$ cat src/rtl/hazard_stall_unit.sv
// Pipeline stall/flush controller: load-use, taken-branch and multi-cycle MEM hazards.
// Latency: 0 cycles, outputs are Mealy from state + inputs; backpressure: holds IF..MEM while dmem is not ready.
// Optional perf counters behind HAZARD_PERF_CNT_EN.

package hazard_pkg;
   localparam int REG_ADDR_WIDTH = 5;
   typedef enum logic [1:0] {WB_ALU, WB_MEM, WB_PC4, WB_IMM} wb_sel_e;
endpackage

module hazard_stall_unit
   import hazard_pkg::*;
#(
   parameter int MEM_TIMEOUT = 255,
   parameter int TO_WIDTH    = 8
`ifdef HAZARD_PERF_CNT_EN
   ,
   parameter int CNT_WIDTH   = 32
`endif
) (
   input  logic                      clk,
   input  logic                      rst_n,
   input  wb_sel_e                   wb_sel_EX_i,
   input  logic [REG_ADDR_WIDTH-1:0] rd_addr_EX_i,
   input  logic                      RegWrite_EX_i,
   input  logic [REG_ADDR_WIDTH-1:0] rs1_addr_ID_i,
   input  logic [REG_ADDR_WIDTH-1:0] rs2_addr_ID_i,
   input  logic                      rs1_used_ID_i,
   input  logic                      rs2_used_ID_i,
   input  logic                      branch_taken_EX_i,
   input  logic                      dmem_req_MEM_i,
   input  logic                      dmem_ready_i,
   output logic                      stall_IF_o,
   output logic                      stall_ID_o,
   output logic                      stall_EX_o,
   output logic                      stall_MEM_o,
   output logic                      flush_ID_o,
   output logic                      flush_EX_o,
   output logic                      bubble_WB_o,
`ifdef HAZARD_PERF_CNT_EN
   output logic [CNT_WIDTH-1:0]      perf_lu_cnt_o,
   output logic [CNT_WIDTH-1:0]      perf_flush_cnt_o,
   output logic [CNT_WIDTH-1:0]      perf_memwait_cnt_o,
`endif
   output logic                      mem_timeout_o
);

   typedef enum logic {IDLE, MEM_WAIT} state_e;

   state_e              state_q, state_d;
   logic [TO_WIDTH-1:0] wait_cnt_q, wait_cnt_d;
   logic                timeout_d;
   logic                abort, mem_busy, load_use, rs1_hit, rs2_hit;
   logic                act_mem, act_br, act_lu;

   // x0 never carries a hazard, so a load to x0 is ignored.
   assign rs1_hit  = rs1_used_ID_i && (rs1_addr_ID_i == rd_addr_EX_i);
   assign rs2_hit  = rs2_used_ID_i && (rs2_addr_ID_i == rd_addr_EX_i);
   assign load_use = RegWrite_EX_i && (wb_sel_EX_i == WB_MEM) &&
                     (rd_addr_EX_i != '0) && (rs1_hit || rs2_hit);

   assign abort    = (state_q == MEM_WAIT) && !dmem_ready_i &&
                     (wait_cnt_q == TO_WIDTH'(MEM_TIMEOUT));
   assign mem_busy = ((state_q == IDLE) && dmem_req_MEM_i && !dmem_ready_i) ||
                     ((state_q == MEM_WAIT) && !dmem_ready_i && !abort);

   // Gated by rst_n so every enable drops the moment reset is asserted.
   assign act_mem = rst_n && mem_busy;
   assign act_br  = rst_n && !mem_busy && branch_taken_EX_i;
   assign act_lu  = rst_n && !mem_busy && !branch_taken_EX_i && load_use;

   assign stall_IF_o  = act_mem || act_lu;
   assign stall_ID_o  = act_mem || act_lu;
   assign stall_EX_o  = act_mem;
   assign stall_MEM_o = act_mem;
   assign bubble_WB_o = act_mem;
   assign flush_ID_o  = act_br;
   assign flush_EX_o  = act_br || act_lu;

   always_comb begin
      state_d    = state_q;
      wait_cnt_d = wait_cnt_q;
      timeout_d  = mem_timeout_o;
      case (state_q)
         IDLE: begin
            if (dmem_req_MEM_i && !dmem_ready_i) begin
               state_d    = MEM_WAIT;
               wait_cnt_d = TO_WIDTH'(1);
            end
         end
         MEM_WAIT: begin
            if (dmem_ready_i) begin
               state_d    = IDLE;
               wait_cnt_d = '0;
            end else if (abort) begin
               state_d    = IDLE;
               wait_cnt_d = '0;
               timeout_d  = 1'b1;
            end else begin
               wait_cnt_d = wait_cnt_q + TO_WIDTH'(1);
            end
         end
         default: begin
            state_d    = IDLE;
            wait_cnt_d = '0;
         end
      endcase
   end

   always_ff @(posedge clk or negedge rst_n) begin
      if (!rst_n) begin
         state_q       <= IDLE;
         wait_cnt_q    <= '0;
         mem_timeout_o <= 1'b0;
      end else begin
         state_q       <= state_d;
         wait_cnt_q    <= wait_cnt_d;
         mem_timeout_o <= timeout_d;
      end
   end

`ifdef HAZARD_PERF_CNT_EN
   always_ff @(posedge clk or negedge rst_n) begin
      if (!rst_n) begin
         perf_lu_cnt_o      <= '0;
         perf_flush_cnt_o   <= '0;
         perf_memwait_cnt_o <= '0;
      end else begin
         if (act_lu)  perf_lu_cnt_o      <= perf_lu_cnt_o + CNT_WIDTH'(1);
         if (act_br)  perf_flush_cnt_o   <= perf_flush_cnt_o + CNT_WIDTH'(1);
         if (act_mem) perf_memwait_cnt_o <= perf_memwait_cnt_o + CNT_WIDTH'(1);
      end
   end
`endif

endmodule

$ cat config.mk
export PLATFORM = sky130hd
export DESIGN_NAME = hazard_stall_unit
export DESIGN_NICKNAME = d
export VERILOG_FILES = /design/src/rtl/hazard_stall_unit.sv
export SDC_FILE = /design/constraint.sdc
export NUM_CORES = 1
export LEC_CHECK = 0
export BUFFER_PORTS_ARGS = -buffer_cell sky130_fd_sc_hd__buf_4
export CAP_MARGIN = 10
export CORE_UTILIZATION = 31
export DETAILED_ROUTE_END_ITERATION = 8
export REMOVE_ABC_BUFFERS = 1
export SYNTH_ARGS = -nofsm -noshare
export SYNTH_HDL_FRONTEND = slang
export SYNTH_SLANG_ARGS = --single-unit
$ cat constraint.sdc
create_clock -name clk -period 4.1 [get_ports clk]
set_clock_uncertainty 0.15 [all_clocks]
set_input_delay 0.205 -clock clk [delete_from_list [all_inputs] [get_ports clk]]
set_output_delay 0.205 -clock clk [all_outputs]
set_load 0.1 [all_outputs]
# Word-level counts from Yosys, hierarchy flattened
# Index checks and enable logic that the tools add are counted.
[totals]
reg_bits = 10
inputBits = 25
out_inout_bits = 8
word_cells = 45
[op_classes]
add_sub_neg = 1
n_eq_ne = 5
mux = 8
n_bitwise = 2
reduce_logical = 26
[ops]
columns = ["operator", "count"]
rows = [
  ["$mux 8", 3],
  ["$logic_and 1x1->1", 16],
  ["$pmux 8 s2", 1],
  ["$eq 5x5->1", 2],
  ["$add 8x1->8 const B", 1],
  ["$eq 8x8->1 const B", 1],
  ["$reduce_bool 5->1", 1],
  ["$logic_not 1->1", 4],
  ["$logic_or 1x1->1", 4],
  ["$mux 1", 3],
  ["$reduce_and 3->1", 1],
  ["$eq 2x1->1 const B", 1],
  ["$ne 2x1->1 const B", 1],
  ["$not 1->1", 2],
  ["$pmux 1 s2", 1],
]

# Longest topological paths before layout
# Gate-level depths: netlist (run 1).
[logic_depth]
depth_word = 11
ltp_mapped = 6
depth_no_buf = 5

# Least setup slack after synthesis (run 1)
# Ideal clock, no wire load.
[synth_path]
path_type = "input -> output"
start = "input port rd_addr_EX_i[3]"
end = "output port stall_IF_o"
arrival_ns = 3.668
setup_slack_ns = 0.077
cell_stages = 5
path_buffers = 1
path_cell_list = "xor2_1 > nor4_1 > a32oi_1 > o31ai_1 > buf_4"
[synth_via]
elab_chain_cells = 6
elab_cells_between_ends = 10
cone_classes = "eq/ne (2); reduce/logical (8)"
[synth_lines]
columns = ["element", "line", "rtl"]
rows = [
  ["start: declaration", "23", "input logic [REG_ADDR_WIDTH-1:0] rd_addr_EX_i,"],
  ["$eq 5x5->1, on equally long branches", "56, 57", ""],
  ["$logic_and 1x1->1, on equally long branches", "56, 57", ""],
  ["$logic_or 1x1->1", "59", "(rd_addr_EX_i != '0) && (rs1_hit || rs2_hit);"],
  ["$logic_and 1x1->1 *", "59", ""],
  ["$logic_and 1x1->1 *", "69", "assign act_lu = rst_n && !mem_busy && !branch_taken_EX_i && load_use;"],
  ["$logic_or 1x1->1 *", "-", ""],
  ["end: declaration", "32", "output logic stall_IF_o,"],
]
# Every way passes the cells marked *; elsewhere a longest branch is shown, timed or not.

# Worst setup path in the final report (run 1)
[layout_path]
start = "register wait_cnt_q[0]"
end = "output port stall_IF_o"
[layout_via]
elab_chain_cells = 10
elab_cells_between_ends = 11
cone_classes = "eq/ne (1); reduce/logical (10)"
[layout_lines]
columns = ["element", "line", "rtl"]
rows = [
  ["start: declaration", "50", "logic [TO_WIDTH-1:0] wait_cnt_q, wait_cnt_d;"],
  ["start signal: assignment", "116", "wait_cnt_q <= wait_cnt_d;"],
  ["$eq 8x8->1 *", "62", "(wait_cnt_q == TO_WIDTH'(MEM_TIMEOUT));"],
  ["$logic_and 1x1->1 *", "61", "assign abort = (state_q == MEM_WAIT) && !dmem_ready_i &&"],
  ["$logic_not 1->1 *", "64", "((state_q == MEM_WAIT) && !dmem_ready_i && !abort);"],
  ["$logic_and 1x1->1 *", "64", ""],
  ["$logic_or 1x1->1 *", "63", "assign mem_busy = ((state_q == IDLE) && dmem_req_MEM_i && !dmem_ready_i) ||"],
  ["$logic_not 1->1", "69", ""],
  ["$logic_and 1x1->1 (3 in series)", "69", ""],
  ["$logic_or 1x1->1 *", "71", "assign stall_IF_o = act_mem || act_lu;"],
]
# Marks and branches as above.

==> impl_metrics.toml, run 1 <==
[logic_synthesis]
synth_async_sr_flop_share_pct = 100.0
ys_seq_area_share_pct = 35.59
synth_seq_cells = 10
avgSynthCellArea_um2 = 9.376
synth_edf_count = 0
synth_top_cell_by_area = "dfrtp_1"
syn_area_um2 = 703.2
ys_types = 33
synth_top_area_share_pct = 35.59
synth_most_common_cell = "xor2_1"
synthTopCellsByCount = "12 x xor2_1, 10 x dfrtp_1, 7 x nor2_1"
netlist_instances = 75
netlist_top_cells_area = "dfrtp_1 36%, xor2_1 15%, o21ai_0 4.3%"
yosysWarnings = 0
synth_flop_cell = "dfrtp_1"

[timing]
whs_ps = 133.7
drv_slew = 0
fmax_ghz = 0.4278
setup_viol = 0
worst_pin_slew_ps = 321.9
fin_crit_ps = 2338
rsz0062_at_grt = "false"
fin_ws_ps = 1762
relSlewSlack_pct = 78.50
hold_violations = 0
min_period_over_period_pct = 57.02

[worst_setup_path]
critPathTopFamily = "flip-flops"
startpoint_type = "register"
cp.arrival_ps = 1980
critical_path.startpoint = "wait_cnt_q[0]$_DFFE_PN0P_"
cp_slowest_cell = "dfrtp_1"
ff2ff_setup_slack_ps = 2360
r2r_start = "wait_cnt_q[0]$_DFFE_PN0P_"
path_max_fanout = 5
slowest_delay_ps = 410
worstPathCellList = "ha_1, and4_2, a31oi_2, nand2_1, o31ai_1, buf_4"
required_ps = 3740
path_buf_inv = 1
path_class = "register to output port"
end_kind = "output port"

[cts]
hold_buffers = 1
path_clk_slew_ps = 60
cts-root-buf = "clkbuf_4"
clock_sinks = 10
cts_tree = "done"
post_cts_buffers = 0
cts_max_path_buffers = 2
clock_latency_ps = 260
cts-resized-gates = 0
htreeDepth = 1
cts_buffers = 3

[global_route]
track_usage_pct = 14.67
met1_usage_pct = 18.60
grt_pass1_vias = 646
grt_start_max_net_pins = 14
grt_pass1_wl_mm = 2.732
use_met3_pct = 2.469
antenna_found_initial = 0
overflow = 0
grt-busiest-layer = "met2"
use_met2_pct = 23.87

[min_path]
hp-start = "dmem_ready_i"
min_path_type = "input pin to register"

[floorplanning]
die_height_um = 49.63
initial_core_util_pct = 34.44
fp-row-count = 16
io-pin-count = 33
core_um2 = 2042
die_area_um2 = 2463
die_w_um = 49.63

[drt]
drt-total-wl_mm = 1.544
drt-pass1-iter-count = 4
vias = 673
drt_first_iter_violations = 9
via_per_inst = 4.985
remaining_drc_errors = 0
wire_per_inst_um = 11.44
postRouteAntennaNets = 0

[layout]
n_antenna_cell = 0
area_growth_pct = 41.64
finalInstanceArea_um2 = 996.0
nets = 135
stdcell_count = 135
final_layout_size_suffix_gt1_share_pct = 38.89
final_core_utilization_pct = 48.77

[run]
maxCapViolations = 0

[place]
placed_cells = 130
dp_hpwl_mm = 1.295
place_area_um2 = 949.7
numPortBuffers = 32
dp_slack_ps = 2060
place_congestion = 0.8438

[outcome]
status = "finished clean"

[pwr]
cellPowerDensity_nw_per_um2 = 282.4
leakage_nw = 0.4687
peakVddDrop_mv = 0.1514
-- per-stage QoR --
step                total power (W)  TNS [ps]
finish                    0.0002813         0
global route              0.0002964         0
CTS                       0.0002859         0
detailed placement        0.0001937         0
global placement          0.0001934         0
floorplan                 0.0001596     -2801
-- cells in the final DEF (no fill, tap or decap), drive strengths merged, types with 2 or more instances in the layout --
cell type   n
and3        2
clkbuf      4
buf        32
nor2b       2
o21bai      2
nand2       4
o21ai       6
xnor2       2
nor2        7
dfrtp      10
a21oi       3
o22ai       2
nor4        2
o2111ai     2
xor2       12
-- final cells by class --
type                       instances  area (µm²)
multi-input combinational         60       421.7
timing repair buffer              33       250.2
inverter                           1       3.754
tap                               27       33.78
clock buffer                       4       36.28
fill                             210        1046
sequential                        10       250.2
-- registers in the layout (all words and copies together) (netlist names) --
register	count
wait_cnt_q	8
mem_timeout_o	1
state_q	1
-- kinds of logic (layout without fill, tap and decap cells) --
kind of cell,after synthesis,after routing,synth area share (%)
and+or+nand+nor,26,26,20.64
AOI/OAI and AO/OA,19,19,20.11
xor gates and xnor gates,14,14,17.44
DFF,10,10,35.59
adders and majority gates,1,1,1.779
buffers and inverters,5,38,4.447
-- worst min-delay path, stage by stage --
cell	delay [ps]
buf_4	100
nand2b_1	130
o21bai_1	70
-- final timing paths --
path,end,cells after the start
max,stall_IF_o,6
min,mem_timeout_o$_DFFE_PN0P_,3
max reg2reg,wait_cnt_q[5]$_DFFE_PN0P_,5
min reg2reg,mem_timeout_o$_DFFE_PN0P_,1
max in group asynchronous,mem_timeout_o$_DFFE_PN0P_,2
min in group asynchronous,wait_cnt_q[2]$_DFFE_PN0P_,2
-- where the power goes --
part | internal [W] | total (W) | leakage [nW] | switching, W
logic | 0.0000330 | 0.0000837 | 0.312 | 0.0000507
registers | 0.000103 | 0.000109 | 0.135 | 0.00000565
clock network | 0.0000539 | 0.0000888 | 0.0210 | 0.0000349
-- metal layers --
metal / share of wire [%] / wire length [µm]
met1: 46 / 703
met2: 45 / 695
met3: 8.5 / 131
met4: 0.91 / 14
met5: 0 / 0
Power figures use the tool's default switching activity.
==> inputs of run 2 (changes only) <==
- ABC_AREA: not set -> 1
- clock period: 4.1 -> 1.95 ns (I/O delays scaled with it)
==> run 2 against run 1 <==
Net effect:
- the run now ends with setup timing left
- worst hold slack got worse by 110 ps
- die area is 17% higher
- register-to-register slack got worse by 1900 ps
- largest cell class unchanged
==> impl_metrics.toml, run 2 <==
[logic_synthesis]
synth_top_area_share_pct = 30.30
avgSynthCellArea_um2 = 6.352
synthTopCellsByCount = "43 x nand2_1, 20 x inv_1, 13 x nor2_1"
synth_async_sr_flop_share_pct = 100.0
yosysWarnings = 0
netlist_instances = 130
synth_flop_cell = "dfrtp_1"
ys_seq_area_share_pct = 30.30
synth_most_common_cell = "nand2_1"
synth_edf_count = 0
ys_types = 23
netlist_top_cells_area = "dfrtp_1 30%, nand2_1 20%, inv_1 9.1%"
syn_area_um2 = 825.8
synth_top_cell_by_area = "dfrtp_1"
synth_seq_cells = 10

[drt]
drt_first_iter_violations = 8
postRouteAntennaNets = 0
drt-total-wl_mm = 2.082
vias = 897
wire_per_inst_um = 10.52
drt-pass1-iter-count = 4
via_per_inst = 4.530
remaining_drc_errors = 0

[layout]
final-seq-area_um2 = 250.2
multi_input_area_um2 = 485.5
nets = 195
area_growth_pct = 53.49
final_layout_size_suffix_gt1_share_pct = 37.50
n_antenna_cell = 0
largestRegisters = "wait_cnt_q (8), mem_timeout_o (1), state_q (1)"
fillers = 232
max_flop_register = "wait_cnt_q"
largest_register_ffs = 8
final_common_cell = "nand2_1"
mostFrequentLayoutCells = "40 x nand2_1, 29 x buf_4, 18 x inv_1"

[global_route]
track_usage_pct = 17.30
grt_pass1_wl_mm = 3.601
overflow = 0
grt_start_max_net_pins = 13
grt_pass1_vias = 914
antenna_found_initial = 0

[cts]
clock_latency_ps = 270
cts_buffers = 3
cts-root-buf = "clkbuf_4"
path_clk_slew_ps = 70
htreeDepth = 1
clock_sinks = 10
cts_max_path_buffers = 2
cts_tree = "done"

[worst_setup_path]
worstPathCellList = "ha_2, nand2_2, nor2_4, nand2_2, nand2_2, nand2_4, nor2_4, nand3_4, nand2_4, buf_12"
required_ps = 1700
end_kind = "output port"
cp_slowest_cell = "dfrtp_1"
path_class = "register to output port"
slowest_delay_ps = 370
path_max_fanout = 3
startpoint_type = "register"
cp.arrival_ps = 1740
crit_top_cell = "nand2_2"

[pwr]
peakVddDrop_mv = 0.4867
cellPowerDensity_nw_per_um2 = 568.3
leakage_nw = 0.6770
total_power_w = 0.0007203

[timing]
fin_crit_ps = 1991
drv_slew = 0
fmax_ghz = 0.5024
hold_violations = 0
min_period_over_period_pct = 102.1
fin_ws_ps = -40.56
setup_viol = 6
worst_pin_slew_ps = 262.5
rsz0062_at_grt = "true"
relSlewSlack_pct = 82.39

[floorplanning]
core_um2 = 2500
io-pin-count = 33
fp-row-count = 18
die_height_um = 53.61
die_area_um2 = 2874
die_w_um = 53.61
initial_core_util_pct = 33.03

[outcome]
status = "finished, violations left"
violations = "setup timing"

[place]
dp_slack_ps = 187.0
place_congestion = 0.8313
dp_hpwl_mm = 1.560
numPortBuffers = 32

[run]
maxCapViolations = 0

[min_path]
min_path_type = "input pin to register"
[run 2: cell types whose count changed after synthesis, moves of 3 or more]
cell	before	now
nor3_1	0	4
a21oi_1	1	5
o21ai_0	6	3
nand2_1	4	43
xor2_1	12	2
inv_2	0	4
inv_1	1	20
nand3_1	1	5
nand2_2	0	5
nor2_1	7	13
[run 2: per-stage QoR]
step	cell area, µm²	hold WS (ps)	setup TNS [ps]	utilization [%]	cells
after floorplan	803.3	-348.1	-4336	-	127
after global placement	1081	-210.6	0	43.24	189
after detailed placement	1081	-205.1	0	43.24	189
after CTS	1231	19.88	0	49.25	197
after global routing	1267	47.23	-843.4	50.70	198
final	1267	23.96	-217.9	50.70	198
[run 2: area by class of cell]
cell class	instances	area share [%]
inverters	24	7.108
repair buffers	37	29.02
multi-input cells	93	38.30
flip-flops and latches	10	19.74
well taps	30	2.961
clock buffers	4	2.863
[run 2: worst paths after layout]
path,startpoint,end,slack (ps),depth (start not counted)
setup / recovery,wait_cnt_q[0]$_DFFE_PN0P_,stall_IF_o,-40,10
hold / removal,dmem_ready_i,state_q$_DFF_PN0_,20,4
setup reg to reg,wait_cnt_q[0]$_DFFE_PN0P_,wait_cnt_q[4]$_DFFE_PN0P_,450,8
hold reg to reg,mem_timeout_o$_DFFE_PN0P_,mem_timeout_o$_DFFE_PN0P_,350,1
max in group asynchronous,rst_n,wait_cnt_q[1]$_DFFE_PN0P_,1460,2
min in group asynchronous,rst_n,wait_cnt_q[4]$_DFFE_PN0P_,30,2
[run 2: critical path: cells and delay by family, from the launching register on]
family	cells	cell delay, ps
buffers and inverters	1	180
flip-flops	1	370
adder cells (fa/ha/maj)	1	200
AND/OR/NAND/NOR	8	720
[run 2: metal layers]
| metal | vias up | share of wire (%) | global-route usage, % |
|---|---|---|---|
| li1 | 472 | - | - |
| met1 | 384 | 38 | 16.81 |
| met4 | 0 | 2.2 | 6.579 |
| met5 | - | 0 | 0 |
| met3 | 5 | 5.6 | 2.542 |
| met2 | 36 | 54 | 35.63 |
[run 2: power by group]
group | internal, W | leakage, nW | switching [W] | total [W]
registers | 0.000221 | 0.136 | 0.0000108 | 0.000232
clock network | 0.000114 | 0.0210 | 0.0000781 | 0.000192
logic | 0.000122 | 0.520 | 0.000175 | 0.000296
[run 2: kinds of logic after synthesis]
logic type      after synthesis  share of synthesized area, %
xor+xnor                      2                         2.122
buf+inv                      27                         13.64
fa+ha+maj                     1                         1.515
compound gates               12                         9.393
simple gates                 78                         43.03
flops                        10                         30.30
[run 2: what timing repair did]
| action | CTS | global route |
|---|---|---|
| endpoints found under the hold margin | 10 | 0 |
| gates resized for setup | 22 | 7 |
| pin swaps | 2 | 1 |
| gates cloned | 0 | 0 |
| setup endpoints to repair | 7 | 7 |
| hold buffers | 1 | 0 |
| setup buffers | 3 | 1 |
